File: src/rtl/tlb_op_ctrl.sv
// Sequences TLBSRCH/TLBRD/TLBWR/TLBFILL/INVTLB between EX and the TLB ports.
// Build option TLB_OP_STAT_EN adds search-hit/miss and fill counters.
module tlb_op_ctrl #(
   parameter int unsigned TLBNUM = 16,
   parameter int unsigned IDXW   = $clog2(TLBNUM)
) (
   input  logic            clk,
   input  logic            rstn,
   input  logic            req_valid,
   output logic            req_ready,
   input  logic [2:0]      req_op,
   input  logic [4:0]      req_inv_op,
   input  logic [9:0]      req_inv_asid,
   input  logic [18:0]     req_inv_vppn,
   input  logic            tlbr_mode,
   input  logic [31:0]     csr_tlbidx,
   input  logic [31:0]     csr_tlbehi,
   input  logic [31:0]     csr_tlbelo0,
   input  logic [31:0]     csr_tlbelo1,
   input  logic [9:0]      csr_asid,
   output logic            tlb_s1_own,
   output logic [18:0]     tlb_s1_vppn,
   output logic [9:0]      tlb_s1_asid,
   input  logic            tlb_s1_found,
   input  logic [IDXW-1:0] tlb_s1_index,
   output logic            tlb_inv_valid,
   output logic [4:0]      tlb_inv_op,
   output logic            tlb_we,
   output logic [IDXW-1:0] tlb_w_index,
   output logic            tlb_w_e,
   output logic [18:0]     tlb_w_vppn,
   output logic [5:0]      tlb_w_ps,
   output logic [9:0]      tlb_w_asid,
   output logic            tlb_w_g,
   output logic [19:0]     tlb_w_ppn0,
   output logic [1:0]      tlb_w_plv0,
   output logic [1:0]      tlb_w_mat0,
   output logic            tlb_w_d0,
   output logic            tlb_w_v0,
   output logic [19:0]     tlb_w_ppn1,
   output logic [1:0]      tlb_w_plv1,
   output logic [1:0]      tlb_w_mat1,
   output logic            tlb_w_d1,
   output logic            tlb_w_v1,
   output logic [IDXW-1:0] tlb_r_index,
   input  logic            tlb_r_e,
   input  logic [18:0]     tlb_r_vppn,
   input  logic [5:0]      tlb_r_ps,
   input  logic [9:0]      tlb_r_asid,
   input  logic            tlb_r_g,
   input  logic [19:0]     tlb_r_ppn0,
   input  logic [1:0]      tlb_r_plv0,
   input  logic [1:0]      tlb_r_mat0,
   input  logic            tlb_r_d0,
   input  logic            tlb_r_v0,
   input  logic [19:0]     tlb_r_ppn1,
   input  logic [1:0]      tlb_r_plv1,
   input  logic [1:0]      tlb_r_mat1,
   input  logic            tlb_r_d1,
   input  logic            tlb_r_v1,
   output logic            done,
   output logic            done_exc,
   output logic [4:0]      csr_we,
   output logic [31:0]     csr_tlbidx_wd,
   output logic [31:0]     csr_tlbehi_wd,
   output logic [31:0]     csr_tlbelo0_wd,
   output logic [31:0]     csr_tlbelo1_wd,
   output logic [9:0]      csr_asid_wd
`ifdef TLB_OP_STAT_EN
   ,
   output logic [31:0]     stat_srch_hit,
   output logic [31:0]     stat_srch_miss,
   output logic [31:0]     stat_fill
`endif
);

   localparam logic [2:0] OpSrch = 3'd0;
   localparam logic [2:0] OpRead = 3'd1;
   localparam logic [2:0] OpWr   = 3'd2;
   localparam logic [2:0] OpFill = 3'd3;
   localparam logic [2:0] OpInv  = 3'd4;

   typedef enum logic [2:0] {StIdle, StSrch, StRead, StWrite, StInv, StDone} state_e;

   state_e          state_q, state_d;
   logic [2:0]      op_q, op_d;
   logic [4:0]      inv_op_q, inv_op_d;
   logic [9:0]      inv_asid_q, inv_asid_d;
   logic [18:0]     inv_vppn_q, inv_vppn_d;
   logic [IDXW-1:0] rand_idx_q, rand_idx_d;
   logic            done_q, done_d;
   logic            done_exc_q, done_exc_d;
   logic [4:0]      csr_we_q, csr_we_d;
   logic [31:0]     csr_tlbidx_wd_q, csr_tlbidx_wd_d;
   logic [31:0]     csr_tlbehi_wd_q, csr_tlbehi_wd_d;
   logic [31:0]     csr_tlbelo0_wd_q, csr_tlbelo0_wd_d;
   logic [31:0]     csr_tlbelo1_wd_q, csr_tlbelo1_wd_d;
   logic [9:0]      csr_asid_wd_q, csr_asid_wd_d;

   // State decodes are qualified by rstn so every strobe is low while reset is held.
   logic st_srch, st_read, st_write, st_inv;
   assign st_srch  = rstn & (state_q == StSrch);
   assign st_read  = rstn & (state_q == StRead);
   assign st_write = rstn & (state_q == StWrite);
   assign st_inv   = rstn & (state_q == StInv);

   always_comb begin
      state_d          = state_q;
      op_d             = op_q;
      inv_op_d         = inv_op_q;
      inv_asid_d       = inv_asid_q;
      inv_vppn_d       = inv_vppn_q;
      rand_idx_d       = rand_idx_q + IDXW'(1);
      done_d           = 1'b0;
      done_exc_d       = 1'b0;
      csr_we_d         = 5'b0;
      csr_tlbidx_wd_d  = '0;
      csr_tlbehi_wd_d  = '0;
      csr_tlbelo0_wd_d = '0;
      csr_tlbelo1_wd_d = '0;
      csr_asid_wd_d    = '0;
      unique case (state_q)
         StIdle: begin
            if (req_valid) begin
               op_d       = req_op;
               inv_op_d   = req_inv_op;
               inv_asid_d = req_inv_asid;
               inv_vppn_d = req_inv_vppn;
               case (req_op)
                  OpSrch:       state_d = StSrch;
                  OpRead:       state_d = StRead;
                  OpWr, OpFill: state_d = StWrite;
                  OpInv:        state_d = StInv;
                  default: begin
                     state_d    = StDone;
                     done_d     = 1'b1;
                     done_exc_d = 1'b1;
                  end
               endcase
            end
         end
         StSrch: begin
            state_d         = StDone;
            done_d          = 1'b1;
            csr_we_d        = 5'b00001;
            csr_tlbidx_wd_d = csr_tlbidx;
            csr_tlbidx_wd_d[31] = ~tlb_s1_found;
            if (tlb_s1_found) csr_tlbidx_wd_d[IDXW-1:0] = tlb_s1_index;
         end
         StRead: begin
            state_d         = StDone;
            done_d          = 1'b1;
            csr_we_d        = 5'b11111;
            csr_tlbidx_wd_d = csr_tlbidx;
            csr_tlbidx_wd_d[31]    = ~tlb_r_e;
            csr_tlbidx_wd_d[29:24] = tlb_r_e ? tlb_r_ps : 6'd0;
            if (tlb_r_e) begin
               csr_tlbehi_wd_d  = {tlb_r_vppn, 13'd0};
               csr_tlbelo0_wd_d = {4'd0, tlb_r_ppn0, 1'b0, tlb_r_g, tlb_r_mat0, tlb_r_plv0,
                                   tlb_r_d0, tlb_r_v0};
               csr_tlbelo1_wd_d = {4'd0, tlb_r_ppn1, 1'b0, tlb_r_g, tlb_r_mat1, tlb_r_plv1,
                                   tlb_r_d1, tlb_r_v1};
               csr_asid_wd_d    = tlb_r_asid;
            end
         end
         StWrite: begin
            state_d = StDone;
            done_d  = 1'b1;
         end
         StInv: begin
            state_d    = StDone;
            done_d     = 1'b1;
            done_exc_d = (inv_op_q > 5'd6);
         end
         StDone: state_d = StIdle;
         default: state_d = StIdle;
      endcase
   end

   always_ff @(posedge clk) begin
      if (!rstn) begin
         state_q          <= StIdle;
         op_q             <= '0;
         inv_op_q         <= '0;
         inv_asid_q       <= '0;
         inv_vppn_q       <= '0;
         rand_idx_q       <= '0;
         done_q           <= 1'b0;
         done_exc_q       <= 1'b0;
         csr_we_q         <= '0;
         csr_tlbidx_wd_q  <= '0;
         csr_tlbehi_wd_q  <= '0;
         csr_tlbelo0_wd_q <= '0;
         csr_tlbelo1_wd_q <= '0;
         csr_asid_wd_q    <= '0;
      end else begin
         state_q          <= state_d;
         op_q             <= op_d;
         inv_op_q         <= inv_op_d;
         inv_asid_q       <= inv_asid_d;
         inv_vppn_q       <= inv_vppn_d;
         rand_idx_q       <= rand_idx_d;
         done_q           <= done_d;
         done_exc_q       <= done_exc_d;
         csr_we_q         <= csr_we_d;
         csr_tlbidx_wd_q  <= csr_tlbidx_wd_d;
         csr_tlbehi_wd_q  <= csr_tlbehi_wd_d;
         csr_tlbelo0_wd_q <= csr_tlbelo0_wd_d;
         csr_tlbelo1_wd_q <= csr_tlbelo1_wd_d;
         csr_asid_wd_q    <= csr_asid_wd_d;
      end
   end

   assign req_ready   = rstn & (state_q == StIdle);
   assign tlb_s1_own  = st_srch | st_inv;
   assign tlb_s1_vppn = st_srch ? csr_tlbehi[31:13] : (st_inv ? inv_vppn_q : 19'd0);
   assign tlb_s1_asid = st_srch ? csr_asid : (st_inv ? inv_asid_q : 10'd0);

   assign tlb_inv_valid = st_inv & (inv_op_q <= 5'd6);
   assign tlb_inv_op    = st_inv ? inv_op_q : 5'd0;

   assign tlb_we      = st_write;
   assign tlb_w_index = st_write ? ((op_q == OpFill) ? rand_idx_q : csr_tlbidx[IDXW-1:0]) : '0;
   assign tlb_w_e     = st_write & (tlbr_mode | ~csr_tlbidx[31]);
   assign tlb_w_vppn  = st_write ? csr_tlbehi[31:13] : 19'd0;
   assign tlb_w_ps    = st_write ? csr_tlbidx[29:24] : 6'd0;
   assign tlb_w_asid  = st_write ? csr_asid : 10'd0;
   assign tlb_w_g     = st_write & csr_tlbelo0[6] & csr_tlbelo1[6];
   assign tlb_w_ppn0  = st_write ? csr_tlbelo0[27:8] : 20'd0;
   assign tlb_w_plv0  = st_write ? csr_tlbelo0[3:2] : 2'd0;
   assign tlb_w_mat0  = st_write ? csr_tlbelo0[5:4] : 2'd0;
   assign tlb_w_d0    = st_write & csr_tlbelo0[1];
   assign tlb_w_v0    = st_write & csr_tlbelo0[0];
   assign tlb_w_ppn1  = st_write ? csr_tlbelo1[27:8] : 20'd0;
   assign tlb_w_plv1  = st_write ? csr_tlbelo1[3:2] : 2'd0;
   assign tlb_w_mat1  = st_write ? csr_tlbelo1[5:4] : 2'd0;
   assign tlb_w_d1    = st_write & csr_tlbelo1[1];
   assign tlb_w_v1    = st_write & csr_tlbelo1[0];

   assign tlb_r_index = st_read ? csr_tlbidx[IDXW-1:0] : '0;

   assign done           = rstn & done_q;
   assign done_exc       = rstn & done_exc_q;
   assign csr_we         = rstn ? csr_we_q : 5'd0;
   assign csr_tlbidx_wd  = csr_tlbidx_wd_q;
   assign csr_tlbehi_wd  = csr_tlbehi_wd_q;
   assign csr_tlbelo0_wd = csr_tlbelo0_wd_q;
   assign csr_tlbelo1_wd = csr_tlbelo1_wd_q;
   assign csr_asid_wd    = csr_asid_wd_q;

   // Low VPPN bits, ELO reserved bits and bit 7 carry nothing the TLB needs.
   logic unused_csr_bits;
   assign unused_csr_bits = ^{csr_tlbehi[12:0], csr_tlbelo0[31:28], csr_tlbelo0[7],
                              csr_tlbelo1[31:28], csr_tlbelo1[7]};

`ifdef TLB_OP_STAT_EN
   logic [31:0] stat_srch_hit_q, stat_srch_hit_d;
   logic [31:0] stat_srch_miss_q, stat_srch_miss_d;
   logic [31:0] stat_fill_q, stat_fill_d;

   // Hit/miss is recovered from the NE bit already latched for writeback.
   always_comb begin
      stat_srch_hit_d  = stat_srch_hit_q;
      stat_srch_miss_d = stat_srch_miss_q;
      stat_fill_d      = stat_fill_q;
      if (state_q == StDone) begin
         if (op_q == OpSrch) begin
            if (csr_tlbidx_wd_q[31]) stat_srch_miss_d = stat_srch_miss_q + 32'd1;
            else                     stat_srch_hit_d  = stat_srch_hit_q + 32'd1;
         end
         if (op_q == OpFill) stat_fill_d = stat_fill_q + 32'd1;
      end
   end

   always_ff @(posedge clk) begin
      if (!rstn) begin
         stat_srch_hit_q  <= '0;
         stat_srch_miss_q <= '0;
         stat_fill_q      <= '0;
      end else begin
         stat_srch_hit_q  <= stat_srch_hit_d;
         stat_srch_miss_q <= stat_srch_miss_d;
         stat_fill_q      <= stat_fill_d;
      end
   end

   assign stat_srch_hit  = stat_srch_hit_q;
   assign stat_srch_miss = stat_srch_miss_q;
   assign stat_fill      = stat_fill_q;
`endif

endmodule

File: config.mk
export PLATFORM = sky130hd
export DESIGN_NAME = tlb_op_ctrl
export DESIGN_NICKNAME = d
export VERILOG_FILES = /design/src/rtl/tlb_op_ctrl.sv
export SDC_FILE = /design/constraint.sdc
export NUM_CORES = 1
export LEC_CHECK = 0
export CELL_PAD_IN_SITES_DETAIL_PLACEMENT = 2
export CELL_PAD_IN_SITES_GLOBAL_PLACEMENT = 2
export CORE_AREA = 8 8 208 210
export DETAILED_ROUTE_END_ITERATION = 6
export DIE_AREA = 0 0 216 218
export PLACE_DENSITY = 0.91
export SETUP_SLACK_MARGIN = 0.3
export SLEW_MARGIN = 40
export SYNTH_ARGS = -nofsm -noshare
export SYNTH_HDL_FRONTEND = slang
export SYNTH_SLANG_ARGS = --single-unit
export TNS_END_PERCENT = 30
File: constraint.sdc
create_clock -name clk -period 2.73 [get_ports clk]
set_clock_uncertainty 0.2 [all_clocks]
set_input_delay 0.273 -clock clk [delete_from_list [all_inputs] [get_ports clk]]
set_output_delay 0.273 -clock clk [all_outputs]
set_load 0.01 [all_outputs]
## After elaboration in Yosys (flattened, before gate mapping)

Index checks and enable logic that the tools add are counted.
W data, S select, Z words.

| storage, ports and cells | value |
|---|---|
| flip-flop bits (word level) | 189 |
| input bits | 273 |

| operators by class | value |
|---|---|
| add/subtract/negate cells | 1 |
| order comparisons | 2 |
| equality and inequality tests | 10 |
| muxes and demuxes | 29 |
| bitwise gates (word level) | 20 |
| reductions and logical operators | 8 |

Operators with widths:

| cell | number |
|---|---|
| $pmux W32 S2 | 1 |
| $mux W19 | 3 |
| $mux W20 | 2 |
| $mux W10 | 3 |
| $mux W4 | 4 |
| $and A1 B1 Y1 | 15 |
| $eq A3 B2 Y1 const B | 5 |
| $mux W6 | 2 |
| $pmux W3 S4 | 1 |
| $mux W5 | 2 |
| $pmux W5 S2 | 1 |
| $mux W2 | 4 |
| $eq A3 B1 Y1 const B | 2 |
| $eq A3 B3 Y1 const B | 2 |
| $logic_not A3 Y1 | 2 |
| $pmux W3 S2 | 1 |
| $gt A5 B3 Y1 const B | 1 |
| $le A5 B3 Y1 const B | 1 |
| $reduce_or A5 Y1 | 1 |
| $add A4 B1 Y4 const B | 1 |
| $pmux W1 S2 | 2 |
| $reduce_and A2 Y1 | 2 |
| $reduce_or A4 Y1 | 1 |
| $mux W3 | 1 |
| other kinds (6) | 10 |

## Depth between registers and ports, before layout

Gate-level depths: netlist (run 1).

| depth | value |
|---|---|
| depth in word-level cells | 5 |
| mapped depth | 7 |
| gate-level depth less buffers | 4 |

## Worst setup path before layout (run 1)

Ideal clock, no wire load.

| timing | value |
|---|---|
| path kind | reg-to-output |
| start | register state_q[2] |
| end | output tlb_s1_asid[0] |
| arrival | 1325 ps |
| required time | 2257 ps |
| setup slack | 932 ps |
| cell stages (with the launch flop) | 7 |
| buffers on the path | 3 |
| cells stage by stage | dfxtp_1 > buf_6 > nand2b_1 > nor3b_2 > buf_2 > buf_4 > a22o_1 |

| on the way | value |
|---|---|
| longest elaborated chain between the ends | 4 |

Ends and longest elaborated chain:

| element | RTL line | text |
|---|---|---|
| start, declared | 85 | `state_e state_q, state_d;` |
| start signal, assigned | 182 | `state_q <= StIdle;` |
| start signal, assigned | 197 | `state_q <= state_d;` |
| $eq A3 B3 Y1 | 105 | `assign st_inv = rstn & (state_q == StInv);` |
| $and A1 B1 Y1 | 105 |  |
| $mux W10 | 217 | `assign tlb_s1_asid = st_srch ? csr_asid : (st_inv ? inv_asid_q : 10'd0);` |
| $mux W10 * | 217 |  |
| end, declared | 23 | `output logic [9:0] tlb_s1_asid,` |

Mark *: on every way between the ends. The rest lies on a longest branch, timed or not.

## Final worst setup path (run 1)

| timing | value |
|---|---|
| start | register state_q[2] |
| end | output tlb_w_vppn[13] |

| on the way | value |
|---|---|
| longest elaborated chain between the ends | 3 |

Ends and longest elaborated chain:

| element | RTL line | text |
|---|---|---|
| $eq A3 B2 Y1 | 104 | `assign st_write = rstn & (state_q == StWrite);` |
| $and A1 B1 Y1 | 104 |  |
| $mux W19 | 225 | `assign tlb_w_vppn = st_write ? csr_tlbehi[31:13] : 19'd0;` |
| end, declared | 31 | `output logic [18:0] tlb_w_vppn,` |

No other way between the ends.

==> results.py, run 1 <==
metrics = {
    "cells_and_area": {
        "instances_no_fill": 1708,
        "seq_area_sq_um": 3250,
        "drive_above_1_share_pct": 10.4,
        "nNetsFinal": 1436,
        "area_growth_pct": 103,
        "multi_input_area_sq_um": 2720,
        "utilization_pct": 31.8,
        "fin_area_sq_um": 12800,
        "fill_cells": 4380,
    },
    "detailed_routing": {
        "wl_met2_microns": 21300,
        "drt_drc_violations_left": 0,
        "drtAntennaViolNets": 0,
        "wirelength_microns": 39300,
        "drtIter0Drc": 177,
        "wl_per_cell_microns": 23.0,
        "vias": 6889,
        "wl_met1_microns": 14200,
        "via_per_inst": 4.03,
        "dr_wl_met3_microns": 2680,
        "dr.pass1.iters": 4,
        "maxUsedRoutingLayer": "met5",
    },
    "die": {
        "fp-row-count": 74,
        "initial_core_util_pct": 15.7,
        "ios": 553,
        "die_h_microns": 218,
        "core_sq_um": 40200,
        "die-area_sq_um": 47100,
        "die_w_microns": 216,
    },
    "setup_path": {
        "crit_fanout": 6,
        "startpoint_type": "flop",
        "critPathRequiredTime_ns": 2.26,
        "end_kind": "output pin",
        "critical_path_class": "reg -> out",
        "cp.arrival_ns": 1.99,
    },
    "clocking": {
        "clock_latency_ns": 0.43,
        "htreeDepth": 4,
        "cts-root-buf": "clkbuf_16",
        "cts_sinks": 162,
        "clk_pin_slew_ns": 0.07,
        "cts_buffers": 17,
        "cts_tree": "yes",
        "clock_path_buffers": 2,
    },
    "power_and_ir_drop": {
        "vdd.ir_drop.worst_mv": 0.392,
        "p_per_area_nw_per_um2": 467,
        "intPower_mw": 4.40,
        "power_leakage_nw": 5.90,
        "p_clk_share_pct": 41.9,
        "combPwrFrac_pct": 16.3,
        "switching_power_mw": 1.57,
        "seq_power_share_pct": 41.9,
        "netSwitchingFraction_pct": 26.3,
        "p_total_mw": 5.97,
    },
    "sta": {
        "fin_hold_ws_ns": 0.186,
        "drv_slew": 0,
        "maxSlewHeadroom_pct": 63.5,
        "max_freq_ghz": 0.406,
        "finalSetupViolations": 0,
        "period_needed_ns": 2.47,
        "worstMarginPinSlew_ns": 0.548,
        "timing.final.crit_share_pct": 90.3,
        "finalSetupTns_ns": 0,
        "hold_viol_final": 0,
        "worst_slack_ns": 0.265,
        "rsz0062_at_grt": "yes",
    },
    "global_route": {
        "antenna_found_initial": 3,
        "gr-usage-all-layers_pct": 15.5,
        "grt.overflow.total": 0,
        "grt_first_pass_wirelength_microns": 54100,
        "grt_max_degree": 75,
        "grt_pass1_vias": 7788,
    },
    "placed_design": {
        "placed_area_sq_um": 11900,
        "gp_congestion": 0.861,
        "dp_cells": 1651,
        "pre_cts_slack_ns": 0.277,
        "dp_hpwl_microns": 29100,
        "io_buffers": 506,
    },
    "yosys": {
        "synth_edf_count": 0,
        "ys_seq_area_share_pct": 51.4,
        "synthCells": 656,
        "synth_top_area_cell": "dfxtp_1",
        "ys_warn_count": 0,
        "ys_ff_latch": 162,
        "synth_ff_type": "dfxtp_1",
        "synth_cell_types": 39,
        "netlist.area_leader.share_pct": 51.4,
        "netlist_area_sq_um": 6310,
        "async_reset_ff_share_pct": 0,
        "synth_area_leaders": "dfxtp_1 (51%), and2_1 (12%), and3_1 (8.3%), a22o_1 (4.9%), nand2_1 (4.6%)",
        "avgSynthCellArea_sq_um": 9.61,
    },
    "outcome": {
        "outcome": "completed",
    },
    "worst_hold_path": {
        "min-delay-path-class": "in -> reg",
    },
    "flow_run": {
        "maxCapViolations": 0,
    },
}
[power by group through the flow]
| stage | Sequential [mW] | Combinational, mW | Clock, mW |
|---|---|---|---|
| floorplan | 2.55 | 0.331 | 0 |
| global placement | 2.55 | 0.921 | 0 |
| detailed placement | 2.55 | 0.950 | 0 |
| CTS | 2.50 | 0.984 | 2.60 |
| global route | 2.51 | 1.05 | 2.71 |
| finish | 2.50 | 0.972 | 2.50 |
[logic make-up after synthesis]
logic type | Yosys count | synth area share (%)
simple gates | 311 | 28.3
flops | 162 | 51.4
compound gates | 86 | 10.9
buf+inv | 86 | 7.84
xor+xnor | 5 | 0.695
mux | 4 | 0.635
fa+ha+maj | 1 | 0.198
other cells | 1 | 0.0595
[cells in the mapped netlist, drive strengths merged, types with 3 or more instances]
library cell / instances
nand2: 78
mux2i: 4
a21oi: 3
and2: 126
a32o: 4
and3: 84
buf: 49
dfxtp: 162
a22o: 35
inv: 3
a21boi: 38
xnor2: 3
nand3: 3
nor2: 7
clkbuf: 34
[registers in the layout, summed over array words and instances, names as in the netlist, 5 cells and up]
register and cells:
csr_asid_wd 10, csr_tlbehi_wd 19, csr_tlbelo0_wd 27, csr_tlbelo1_wd 26
csr_tlbidx_wd 32, inv_asid_q 10, inv_op_q 5, inv_vppn_q 19
[path summary, 6_finish.rpt]
path	startpoint	endpoint	slack [ns]	cells after the start
setup / recovery	state_q[2]$_SDFFE_PN0P_	tlb_w_vppn[13]	0.26	8
hold / removal	rstn	state_q[1]$_SDFFE_PN0P_	0.19	3
setup reg to reg	state_q[0]$_SDFFE_PN0P_	csr_tlbelo1_wd[8]$_SDFF_PN0_	0.45	7
hold reg to reg	inv_vppn_q[7]$_SDFFE_PN0P_	inv_vppn_q[7]$_SDFFE_PN0P_	0.26	2
[cell type report]
type / instances / share of cell area (%)
clock inverter: 15 / 1.33
sequential: 162 / 25.5
timing repair buffer: 548 / 43.3
clock buffer: 17 / 3.33
tap: 532 / 5.21
antenna: 1 / 0.0196
multi-input combinational: 430 / 21.2
inverter: 3 / 0.127
[what timing repair did]
action / 4_1_cts / 5_1_grt
buffers inserted: 9 / 4
resized for setup: 162 / 64
hold buffers: 1 / 0
setup endpoints to repair: 135 / 127
cloned: 7 / 3
hold endpoints to repair: 8 / 0
pin swaps: 2 / 0
[placed cells by master, fill, tap and decap left out, drive strengths merged, types with 2 or more instances in the layout]
cell           Yosys  final
nor4b              2      2
a32o               4      4
xnor2              3      3
nand2             78     78
and2             126    126
dlygate4sd2        0     72
nor3               2      2
conb               1     23
inv                3      9
o22ai              2      2
dfxtp            162    162
a22o              35     35
o21ai              2      2
nand3b             2      2
dlymetal6s2s       0     16
a21boi            38     38
xor2               2      2
clkdlybuf4s15      0     15
and3              84     84
nor2               7      7
bufinv             0      2
nand3              3      3
clkdlybuf4s50      0    374
a21oi              3      3
nor2b              2      2
clkinv             0      6
buf               49     46
mux2i              4      4
clkbuf            34     40
[critical path: stages (launching register included)]
cell and delay (ns):
dfxtp_4 0.35, nor2b_2 0.12, nand3_2 0.12, clkinv_4 0.11, buf_4 0.12, buf_12 0.14, clkbuf_16 0.19, and2_1 0.13
dlygate4sd2_1 0.27
[metal layers]
metal,vias up,global-route usage (%)
li1,3141,-
met1,3368,15.3
met2,323,29.9
met3,55,5.03
met4,2,5.55
met5,-,0
(Power assumes the default switching activity.)
==> run 2, diff against run 1 <==
- PLACE_DENSITY: 0.91 -> not set
- PLACE_DENSITY_LB_ADDON: not set -> 0.1
==> run 2 against run 1 <==
  * Register-to-register slack better by 0.14 ns
  * Combinational power down 2%
  * Worst setup slack better by 0.13 ns
  * Sequential power about the same
  * Clock-buffer cell count unchanged
  * Global-route usage up 0.17 points
  * Worst hold slack worse by 0.047 ns
  * Cell count down 0.82%
  * Sequential share of layout area down 0.077 points
  * Clock power up 3%
  * Critical path depth down 2
  * Non-clock buffer count down 16
==> results.py, run 2 (same netlist as run 1, synthesis figures left out) <==
metrics = {
    "setup_path": {
        "crit_fanout": 19,
        "critPathRequiredTime_ns": 2.26,
        "cp.arrival_ns": 1.86,
        "critical_path_class": "reg -> out",
        "startpoint_type": "flop",
        "end_kind": "output pin",
    },
    "global_route": {
        "grt_first_pass_wirelength_microns": 53700,
        "antenna_found_initial": 8,
        "grt.overflow.total": 0,
        "grt_max_degree": 64,
        "grt_pass1_vias": 7069,
        "gr-usage-all-layers_pct": 15.7,
    },
    "sta": {
        "worstMarginPinSlew_ns": 0.514,
        "finalSetupTns_ns": 0,
        "timing.final.crit_share_pct": 85.4,
        "maxSlewHeadroom_pct": 65.7,
        "max_freq_ghz": 0.429,
        "period_needed_ns": 2.33,
        "rsz0062_at_grt": "no",
        "drv_slew": 0,
        "finalSetupViolations": 0,
        "hold_viol_final": 0,
    },
    "clocking": {
        "htreeDepth": 4,
        "clk_pin_slew_ns": 0.07,
        "cts_sinks": 162,
        "cts_buffers": 17,
        "clock_latency_ns": 0.44,
        "cts_tree": "yes",
        "postCtsHoldBufs": 0,
        "cts-root-buf": "clkbuf_16",
        "clock_path_buffers": 2,
    },
    "power_and_ir_drop": {
        "vdd.ir_drop.worst_mv": 0.414,
        "power_leakage_nw": 6.93,
        "p_total_mw": 6.03,
        "p_per_area_nw_per_um2": 471,
    },
    "die": {
        "die_h_microns": 218,
        "core_sq_um": 40200,
        "initial_core_util_pct": 15.7,
        "die-area_sq_um": 47100,
        "die_w_microns": 216,
        "fp-row-count": 74,
        "ios": 553,
    },
    "cells_and_area": {
        "mostFrequentLayoutCells": "clkdlybuf4s50_1 (370), dfxtp_1 (160), and2_1 (124)",
        "largest_reg_flops": 32,
        "area_growth_pct": 103,
        "layout_commonest_cell": "clkdlybuf4s50_1",
        "nNetsFinal": 1420,
        "drive_above_1_share_pct": 8.71,
    },
    "placed_design": {
        "dp_hpwl_microns": 30600,
        "gp_congestion": 0.750,
        "io_buffers": 506,
    },
    "outcome": {
        "outcome": "completed",
    },
    "detailed_routing": {
        "wirelength_microns": 38900,
        "wl_per_cell_microns": 23.0,
        "via_per_inst": 3.90,
        "dr.pass1.iters": 4,
        "drtAntennaViolNets": 0,
        "drtIter0Drc": 192,
        "vias": 6615,
        "drt_drc_violations_left": 0,
    },
    "flow_run": {
        "maxCapViolations": 0,
    },
    "worst_hold_path": {
        "min-delay-path-class": "in -> reg",
    },
}
==> run 2: repair_timing <==
item,4_1_cts,5_1_grt
cloned,3,1
buffers inserted,8,0
resized for setup,56,161
endpoints found under the hold margin,0,0
pin swaps,2,2
setup endpoints to repair,135,134
==> run 2: per-stage QoR <==
| step | hold WS, ns | cell area, sq um | std cells | setup slack, ns | util, % |
|---|---|---|---|---|---|
| 2_1_floorplan | 0.144 | 6390 | 678 | 0.932 | - |
| 3_3_place_gp | 0.248 | 11800 | 1647 | 0.268 | 29.5 |
| 3_5_place_dp | 0.260 | 11800 | 1647 | 0.249 | 29.5 |
| 4_1_cts | 0.111 | 12600 | 1690 | 0.0334 | 31.4 |
| 5_1_grt | 0.146 | 12800 | 1693 | 0.302 | 31.9 |
| 6_report | 0.138 | 12800 | 1694 | 0.399 | 31.9 |
==> run 2: worst max-delay path, stage by stage (launching register included) <==
cell	delay (ns)
dfxtp_1	0.34
nand2b_4	0.17
nor3b_4	0.22
buf_6	0.15
buf_16	0.17
a22o_1	0.14
clkdlybuf4s15_1	0.24
==> run 2: per-layer routing <==
layer  routed length, microns  share of wire (%)  track usage, %  up-vias
met5                       52               0.13               0        -
met4                      753                1.9            5.37        8
met3                     3550                9.1            6.98       35
met2                    20300                 52            28.7      276
met1                    14200                 37            15.6     3183
li1                         -                  -               -     3113
==> run 2: where the power goes <==
group	internal [mW]	leakage (nW)	total, mW	switching, mW
sequential	2.45	1.31	2.50	0.0498
combinational	0.571	5.31	0.953	0.381
clock	1.47	0.300	2.58	1.11
==> run 2: layout make-up <==
type	count	area (sq um)
Antenna cell	3	7.51
Tap cell	532	666
Inverter	3	16.3
Multi-Input combinational cell	430	2710
Sequential cell	162	3250
Timing Repair Buffer	532	5540
Fill cell	4411	27400
Clock inverter	15	196
Clock buffer	17	425
==> run 2: path summary, 6_finish.rpt <==
check | cells after the start | to | from | slack [ns]
hold / removal | 4 | state_q[0]$_SDFFE_PN0P_ | rstn | 0.14
setup reg to reg | 7 | csr_tlbidx_wd[25]$_SDFF_PN0_ | state_q[2]$_SDFFE_PN0P_ | 0.59
setup / recovery | 6 | tlb_s1_asid[5] | state_q[2]$_SDFFE_PN0P_ | 0.40
hold reg to reg | 2 | op_q[0]$_SDFFE_PN0P_ | op_q[0]$_SDFFE_PN0P_ | 0.26
